===== config.mk =====
export PLATFORM = sky130hd
export DESIGN_NAME = cps2_pattern_gen
export DESIGN_NICKNAME = d
export VERILOG_FILES = /design/src/rtl/cps2_pattern_gen.sv
export SDC_FILE = /design/constraint.sdc
export NUM_CORES = 1
export LEC_CHECK = 0
export BUFFER_PORTS_ARGS = -buffer_cell sky130_fd_sc_hd__buf_4
export CORE_MARGIN = 4
export CORE_UTILIZATION = 50
export CTS_CLUSTER_DIAMETER = 150
export DETAILED_ROUTE_END_ITERATION = 6
export PLACE_DENSITY = 0.75
export SETUP_SLACK_MARGIN = 0.5
export SYNTH_ARGS = -nofsm -noshare
export SYNTH_HDL_FRONTEND = slang
export SYNTH_SLANG_ARGS = --single-unit

===== constraint.sdc =====
create_clock -name PCLK_in -period 2.5 [get_ports PCLK_in]
set_clock_uncertainty 0.2 [all_clocks]
set_input_delay 0.125 -clock PCLK_in [delete_from_list [all_inputs] [get_ports PCLK_in]]
set_output_delay 0.125 -clock PCLK_in [all_outputs]
set_load 0.005 [all_outputs]

===== src/rtl/cps2_pattern_gen.sv =====
// CPS2 native video source: fixed raster, four test patterns; all outputs registered (latency 1), free-running, no backpressure.
// Optional FADE_SWEEP_EN: F_out in the active window sweeps 1..15,0 once per frame instead of a constant 4'hF.
module cps2_pattern_gen #(
   parameter int H_TOTAL     = 512,
   parameter int H_SYNCLEN   = 36,
   parameter int H_BACKPORCH = 62,
   parameter int H_ACTIVE    = 384,
   parameter int V_TOTAL     = 262,
   parameter int V_SYNCLEN   = 3,
   parameter int V_BACKPORCH = 28,
   parameter int V_ACTIVE    = 224
) (
   input  logic        PCLK_in,
   input  logic        reset_n,
   input  logic        enable,
   input  logic [1:0]  pattern_sel,
   input  logic [11:0] fg_color,
   output logic [3:0]  R_out,
   output logic [3:0]  G_out,
   output logic [3:0]  B_out,
   output logic [3:0]  F_out,
   output logic        HSYNC_out,
   output logic        VSYNC_out,
   output logic        DE_out,
   output logic        frame_start,
   output logic [7:0]  frame_cnt
);

   localparam logic [9:0] H_LAST    = 10'(H_TOTAL - 1);
   localparam logic [9:0] H_SYNC    = 10'(H_SYNCLEN);
   localparam logic [9:0] H_ST      = 10'(H_SYNCLEN + H_BACKPORCH);
   localparam logic [9:0] H_EN      = 10'(H_SYNCLEN + H_BACKPORCH + H_ACTIVE);
   localparam logic [9:0] V_LAST    = 10'(V_TOTAL - 1);
   localparam logic [9:0] V_SYNC    = 10'(V_SYNCLEN);
   localparam logic [9:0] V_ST      = 10'(V_SYNCLEN + V_BACKPORCH);
   localparam logic [9:0] V_EN      = 10'(V_SYNCLEN + V_BACKPORCH + V_ACTIVE);
   localparam logic [5:0] BAR_LAST  = 6'd47;
   localparam logic [9:0] STEP_LAST = 10'(H_ACTIVE / 16 - 1);

   logic [9:0]  hcnt_q, hcnt_d, vcnt_q, vcnt_d;
   logic [2:0]  bar_q, bar_d;
   logic [5:0]  bar_px_q, bar_px_d;
   logic [3:0]  step_q, step_d;
   logic [9:0]  step_px_q, step_px_d;
   logic        en_sh_q, en_sh_d;
   logic [1:0]  pat_sh_q, pat_sh_d;
   logic [11:0] fg_sh_q, fg_sh_d;
   logic [11:0] rgb_q, rgb_d;
   logic [3:0]  f_q, f_d;
   logic        hs_q, hs_d, vs_q, vs_d, de_q, de_d, fs_q, fs_d;
   logic [7:0]  fc_q, fc_d;

   logic        frame_first, h_act, v_act, act;
   logic [3:0]  x_lo, y_lo, f_act;
   logic [11:0] pix;

   assign frame_first = (hcnt_q == 10'd0) && (vcnt_q == 10'd0);
   assign h_act       = (hcnt_q >= H_ST) && (hcnt_q < H_EN);
   assign v_act       = (vcnt_q >= V_ST) && (vcnt_q < V_EN);
   assign act         = h_act && v_act;
   // Only bit 3 of the active-window position matters for the checkerboard.
   assign x_lo        = hcnt_q[3:0] - H_ST[3:0];
   assign y_lo        = vcnt_q[3:0] - V_ST[3:0];

`ifdef FADE_SWEEP_EN
   logic [3:0] fade_q, fade_d;

   assign fade_d = frame_first ? fade_q + 4'd1 : fade_q;
   assign f_act  = fade_q;

   always_ff @(posedge PCLK_in) begin
      if (!reset_n) fade_q <= 4'd0;
      else          fade_q <= fade_d;
   end
`else
   assign f_act = 4'hF;
`endif

   always_comb begin
      pix = 12'h000;
      case (pat_sh_q)
         2'd0:    pix = fg_sh_q;
         2'd1:    pix = {{4{~bar_q[1]}}, {4{~bar_q[2]}}, {4{~bar_q[0]}}};
         2'd2:    pix = {step_q, step_q, step_q};
         default: pix = {12{x_lo[3] ^ y_lo[3]}};
      endcase
   end

   always_comb begin
      hcnt_d    = hcnt_q + 10'd1;
      vcnt_d    = vcnt_q;
      bar_d     = 3'd0;
      bar_px_d  = 6'd0;
      step_d    = 4'd0;
      step_px_d = 10'd0;
      en_sh_d   = en_sh_q;
      pat_sh_d  = pat_sh_q;
      fg_sh_d   = fg_sh_q;
      fc_d      = fc_q;

      if (hcnt_q == H_LAST) begin
         hcnt_d = 10'd0;
         vcnt_d = (vcnt_q == V_LAST) ? 10'd0 : vcnt_q + 10'd1;
      end

      // Bar and ramp position are tracked by counters cleared outside the active span.
      if (h_act) begin
         bar_d     = bar_q;
         step_d    = step_q;
         bar_px_d  = bar_px_q + 6'd1;
         step_px_d = step_px_q + 10'd1;
         if (bar_px_q == BAR_LAST) begin
            bar_px_d = 6'd0;
            bar_d    = bar_q + 3'd1;
         end
         if (step_px_q == STEP_LAST) begin
            step_px_d = 10'd0;
            step_d    = step_q + 4'd1;
         end
      end

      if (frame_first) begin
         en_sh_d  = enable;
         pat_sh_d = pattern_sel;
         fg_sh_d  = fg_color;
         fc_d     = fc_q + 8'd1;
      end

      fs_d  = frame_first;
      hs_d  = ~(hcnt_q < H_SYNC);
      vs_d  = ~(vcnt_q < V_SYNC);
      de_d  = act;
      rgb_d = 12'h000;
      f_d   = 4'h0;
      if (act && en_sh_q) begin
         rgb_d = pix;
         f_d   = f_act;
      end
   end

   always_ff @(posedge PCLK_in) begin
      if (!reset_n) begin
         hcnt_q    <= 10'd0;
         vcnt_q    <= 10'd0;
         bar_q     <= 3'd0;
         bar_px_q  <= 6'd0;
         step_q    <= 4'd0;
         step_px_q <= 10'd0;
         en_sh_q   <= 1'b0;
         pat_sh_q  <= 2'd0;
         fg_sh_q   <= 12'h000;
         rgb_q     <= 12'h000;
         f_q       <= 4'h0;
         hs_q      <= 1'b1;
         vs_q      <= 1'b1;
         de_q      <= 1'b0;
         fs_q      <= 1'b0;
         fc_q      <= 8'd0;
      end else begin
         hcnt_q    <= hcnt_d;
         vcnt_q    <= vcnt_d;
         bar_q     <= bar_d;
         bar_px_q  <= bar_px_d;
         step_q    <= step_d;
         step_px_q <= step_px_d;
         en_sh_q   <= en_sh_d;
         pat_sh_q  <= pat_sh_d;
         fg_sh_q   <= fg_sh_d;
         rgb_q     <= rgb_d;
         f_q       <= f_d;
         hs_q      <= hs_d;
         vs_q      <= vs_d;
         de_q      <= de_d;
         fs_q      <= fs_d;
         fc_q      <= fc_d;
      end
   end

   assign R_out       = rgb_q[11:8];
   assign G_out       = rgb_q[7:4];
   assign B_out       = rgb_q[3:0];
   assign F_out       = f_q;
   assign HSYNC_out   = hs_q;
   assign VSYNC_out   = vs_q;
   assign DE_out      = de_q;
   assign frame_start = fs_q;
   assign frame_cnt   = fc_q;

endmodule


# Word-level counts from Yosys, hierarchy flattened
# Index checks and enable logic that the tools add are counted.
dict set report classes {
  bitwise 8
  mux 3
  reduce_logical 13
  n_lt_le_gt_ge 6
  add_sub_neg 9
  n_eq_ne 6
}
# op n
set op_table {}
lappend op_table {{case mux 12 bit (3 select lines)} 1}
lappend op_table {{adder 10 x 1 -> 10 bit (second input constant)} 3}
lappend op_table {{equality test 10 x 9 -> 1 bit (second input constant)} 2}
lappend op_table {{logical NOT 10 bit} 2}
lappend op_table {{equality test 10 x 5 -> 1 bit (second input constant)} 1}
lappend op_table {{>= comparator 10 x 5 -> 1 bit (second input constant)} 1}
lappend op_table {{>= comparator 10 x 7 -> 1 bit (second input constant)} 1}
lappend op_table {{< comparator 10 x 2 -> 1 bit (second input constant)} 1}
lappend op_table {{< comparator 10 x 6 -> 1 bit (second input constant)} 1}
lappend op_table {{< comparator 10 x 8 -> 1 bit (second input constant)} 1}
lappend op_table {{< comparator 10 x 9 -> 1 bit (second input constant)} 1}
lappend op_table {{2-to-1 mux 10 bit} 1}
lappend op_table {{adder 8 x 1 -> 8 bit (second input constant)} 1}
lappend op_table {{inverter 1 bit} 7}
lappend op_table {{adder 6 x 1 -> 6 bit (second input constant)} 1}
lappend op_table {{equality test 6 bit (second input constant)} 1}
lappend op_table {{OR reduction 3 bit} 2}
lappend op_table {{logical AND 1 bit} 5}
lappend op_table {{adder 4 x 1 -> 4 bit (second input constant)} 1}
lappend op_table {{2-to-1 mux 4 bit} 1}
lappend op_table {{AND reduction 2 bit} 2}
lappend op_table {{subtractor 4 x 2 -> 4 bit (second input constant)} 1}
lappend op_table {{subtractor 4 bit (second input constant)} 1}
lappend op_table {{adder 3 x 1 -> 3 bit (second input constant)} 1}
lappend op_table {{other kinds (5)} 5}
dict set report word_totals {
  out_inout_bits 28
  regBits 86
  wordCells 61
  inputBits 17
}

# Longest topological paths before layout
dict set report logic_depth {
  word_depth 5
  ltp_mapped 8
  mapped_depth_nobuf 6
}

# Worst setup path after synthesis
# Ideal clock, no wire load.
dict set report synth_timing {
  path_kind {register to register}
  start {register hcnt_q[8]}
  end {register fc_q[6] (netlist: frame_cnt[6])}
  path_stages_with_launch 6
  period_less_slack_ns 2.333
  setup_slack_ns 0.167
  required_ns 2.229
  arrival_ns 2.062
  setup_time_ns 0.071
  n_path_buf 1
  cell_sequence {dfxtp_1 -> or4_4 -> or4_4 -> buf_6 -> or4_1 -> a21oi_1}
}
dict set report synth_via {
  elab_chain_len 2
}
# element line_no
set synth_rtl {}
lappend synth_rtl {{start, declared} 40} ;# logic [9:0] hcnt_q, hcnt_d, vcnt_q, vcnt_d;
lappend synth_rtl {{start signal, assigned} 160} ;# hcnt_q <= hcnt_d;
lappend synth_rtl {{logical NOT 10 bit} 57} ;# assign frame_first = (hcnt_q == 10'd0) && (vcnt_q == 10'd0);
lappend synth_rtl {{logical AND 1 bit} 57}
lappend synth_rtl {{end signal, assigned} 158} ;# fc_q <= 8'd0;
lappend synth_rtl {{end signal, assigned} 175} ;# fc_q <= fc_d;
lappend synth_rtl {{end, declared} 51} ;# logic [7:0] fc_q, fc_d;
# No other way between the ends.
# A chain may end at the register's enable or synchronous reset.

# Final worst setup path
# Ends and elaborated chain as after synthesis.

==> results.sh <==
export IMPL_start_util_pct=51.0
export IMPL_min_to="frame_start$_SDFF_PN0_"
export IMPL_clock_latency_ns=0.36
export IMPL_cts_max_level=3
export IMPL_port_buffers=44
export IMPL_hold_viol=0
export IMPL_power_per_cell_area_nw_per_um2=573
export IMPL_vias_per_cell=5.60
export IMPL_first_global_vias=3084
export IMPL_rows=31
export IMPL_grt_overflow=0
export IMPL_clock_path_buffers=2
export IMPL_vias=3272
export IMPL_numCtsBuffers=9
export IMPL_critPathBufInv=0
export IMPL_wire_per_inst_um=15.2
export IMPL_synth_seq_cells=83
export IMPL_yosys_warnings=0
export IMPL_track_usage_pct=20.6
export IMPL_syn2layout_area_growth_pct=29.3
export IMPL_dieArea_um2=8800
export IMPL_cts_tree="yes"
export IMPL_syn_area_per_cell_um2=8.91
export IMPL_fin_nets=508
export IMPL_mostFrequentLayoutCell="dfxtp_1"
export IMPL_ir_drop_uv=435
export IMPL_drtIter0Drc=171
export IMPL_slowest_stage="or4_4"
export IMPL_cts_root_buf="clkbuf_8"
export IMPL_netlist_area_leader_share_pct=45.2
export IMPL_ys_types=43
export IMPL_synthTopCellsByArea="dfxtp_1, nor2_1, xnor2_1"
export IMPL_r2r_slack_ns=0.27
export IMPL_synth_cells=413
export IMPL_path_delay_family="simple AND/OR/NAND/NOR gates"
export IMPL_route_detailed_drc=0
export IMPL_drt_total_wl_um=8850
export IMPL_end_kind="register"
export IMPL_rsz0062_at_grt="yes"
export IMPL_die_w_um=93.8
export IMPL_crit_path_max_incr_delay_ns=0.55
export IMPL_timing_final_crit_share_pct=89.2
export IMPL_fmax_mhz=448
export IMPL_numClockSinks=83
export IMPL_dp_slack_ns=0.234
export IMPL_grt_pass1_wl_um=14500
export IMPL_gp_congestion=0.872
export IMPL_cp_cell_sequence="or4_4, or4_4, or4_1, a21oi_1"
export IMPL_cp_arrival_ns=2.33
export IMPL_fillers=561
export IMPL_ios=45
export IMPL_cp_required_ns=2.59
export IMPL_fp_coreArea_um2=7210
export IMPL_setup_viol=0
export IMPL_diodes=0
export IMPL_cpMostUsedCell="or4_4"
export IMPL_worstPathMaxFanout=5
export IMPL_antenna_found_initial=0
export IMPL_r2r_end="frame_cnt[6]$_SDFFE_PN0P_"
export IMPL_hp_class="in2reg"
export IMPL_syn_num_nets=441
export IMPL_grt_max_degree=40
export IMPL_critPathLaunchType="register"
export IMPL_synth_seq_area_share_pct=45.2
export IMPL_final_antenna_net_count=0
export IMPL_dr_pass1_iters=4
export IMPL_p_leak_nw=1.76
export IMPL_finalSetupTns_ns=0
export IMPL_fin_crit_ns=2.23
export IMPL_place_hpwl_um=5650
export IMPL_drive_gt1_share_pct=25.6
export IMPL_crit_type="reg2reg"
export IMPL_clk_pin_slew_ns=0.08
export IMPL_yosysTopAreaCell="dfxtp_1"
export IMPL_tightest_slew_ns=0.468
export IMPL_finalPower_mw=2.73
export IMPL_timing_final_ws_setup_ns=0.269
export IMPL_maxCapViolations=0
export IMPL_die_h_um=93.8
export IMPL_slew_violations=0
export IMPL_final_cell_mix="dfxtp_1, buf_4, nor2_1, nand2_1, nand3_1"
export IMPL_hold_start="reset_n"
export IMPL_ff2ff_path_depth=4
export IMPL_status="completed"
export IMPL_r2r_start="hcnt_q[8]$_SDFF_PP0_"
export IMPL_synth_cell_area_um2=3680
export IMPL_hold_path_depth=4
export IMPL_relSlewSlack_pct=68.8
==> cells in the mapped netlist <==
cell / number
o21ai_0: 10
nand4b_1: 2
buf_6: 1
inv_1: 10
a31oi_1: 3
xor2_1: 11
xnor2_1: 17
nand2_1: 29
a211oi_1: 1
o22ai_1: 4
or4_4: 2
a21bo_2: 1
nand4_1: 8
xnor3_1: 1
o21ai_1: 9
clkbuf_1: 21
dfxtp_1: 83
nand3b_1: 2
nand3_1: 19
nor4_1: 11
or3b_2: 2
or3_1: 5
a211o_1: 1
mux2i_1: 6
nor2_1: 46
a21oi_1: 16
or4_1: 6
or2_2: 1
o31ai_1: 6
buf_4: 3
o211ai_1: 18
and4_1: 2
nor4b_1: 9
a21boi_0: 8
nor3b_1: 3
ha_1: 11
and2_1: 2
buf_2: 2
nor4bb_1: 1
and3_1: 4
mux2_2: 1
nor3_1: 12
nand2b_1: 3
==> how the worst max path moves through the flow <==
stage / slack, ns / cells after the start / to / from
floorplan: 0.26 / 6 / frame_cnt[2]$_SDFFE_PN0P_ / hcnt_q[3]$_SDFF_PP0_
global placement: 0.29 / 4 / frame_cnt[7]$_SDFFE_PN0P_ / hcnt_q[3]$_SDFF_PP0_
detailed placement: 0.23 / 4 / frame_cnt[2]$_SDFFE_PN0P_ / hcnt_q[8]$_SDFF_PP0_
CTS: 0.30 / 4 / frame_cnt[6]$_SDFFE_PN0P_ / hcnt_q[8]$_SDFF_PP0_
global route: 0.20 / 4 / frame_cnt[0]$_SDFFE_PN0P_ / hcnt_q[8]$_SDFF_PP0_
finish: 0.27 / 4 / frame_cnt[6]$_SDFFE_PN0P_ / hcnt_q[8]$_SDFF_PP0_
==> worst register-to-register path, cell delays in order, from the launching register on <==
cell     delay, ns
dfxtp_2       0.33
or4_4         0.55
or4_4         0.52
or4_1         0.44
a21oi_1       0.13
==> stage by stage <==
stage | cell area, um2 | std cells | utilization (%) | hold WS, ns
2_1_floorplan | 3740 | 413 | - | 0.0576
3_3_place_gp | 4140 | 541 | 57.3 | 0.170
3_5_place_dp | 4140 | 541 | 57.3 | 0.181
4_1_cts | 4630 | 581 | 64.2 | 0.0305
5_1_grt | 4760 | 584 | 66.0 | 0.0618
6_report | 4760 | 584 | 66.0 | 0.0455
==> repair_timing <==
item,4_1_cts,5_1_grt
endpoints found under the hold margin,15,0
gates resized for setup,19,22
pin swaps,6,11
setup buffers,5,3
gates cloned,4,0
hold buffers,15,0
endpoints found under the setup margin,32,53
==> sequential cells by signal, summed over array words and instances (netlist names) <==
| name | count |
|---|---|
| vcnt_q | 10 |
| bar_q | 3 |
| HSYNC_out | 1 |
| hcnt_q | 10 |
| frame_cnt | 8 |
| F_out | 1 |
| fg_sh_q | 12 |
| frame_start | 1 |
| step_px_q | 10 |
| step_q | 4 |
| bar_px_q | 6 |
| en_sh_q | 1 |
| pat_sh_q | 2 |
| rgb_q | 12 |
| DE_out | 1 |
| VSYNC_out | 1 |
==> power by group <==
part | leakage (nW) | total (mW) | internal (mW) | switching (mW)
Combinational | 0.975 | 0.319 | 0.161 | 0.158
Clock | 0.109 | 1.00 | 0.519 | 0.486
Sequential | 0.678 | 1.40 | 1.36 | 0.0448
==> final cells by class <==
type	instances	area [um2]	share of cell area, %
Tap cell	99	124	2.60
Inverter	10	37.5	0.789
Timing Repair Buffer	80	669	14.1
Clock buffer	11	151	3.18
Clock inverter	5	61.3	1.29
Multi-Input combinational cell	296	2040	42.8
Sequential cell	83	1680	35.3
==> layer usage <==
layer	vias to the layer above	wire (um)	GRT usage, %
met3	21	418	3.53
met4	0	203	9.39
met1	1549	3870	26.9
li1	1618	-	-
met2	84	4360	33.3
met5	-	0	0
==> logic make-up after synthesis <==
| family | count (synthesis) | share of synthesized area [%] |
|---|---|---|
| flip-flops | 83 | 45.2 |
| adder cells (fa/ha/maj) | 11 | 3.74 |
| buffers and inverters | 37 | 4.35 |
| AND/OR/NAND/NOR | 169 | 24.3 |
| XOR/XNOR | 29 | 7.28 |
| multiplexers | 7 | 1.94 |
| AO/OA/AOI/OAI | 77 | 13.2 |
(Power assumes the default switching activity.)
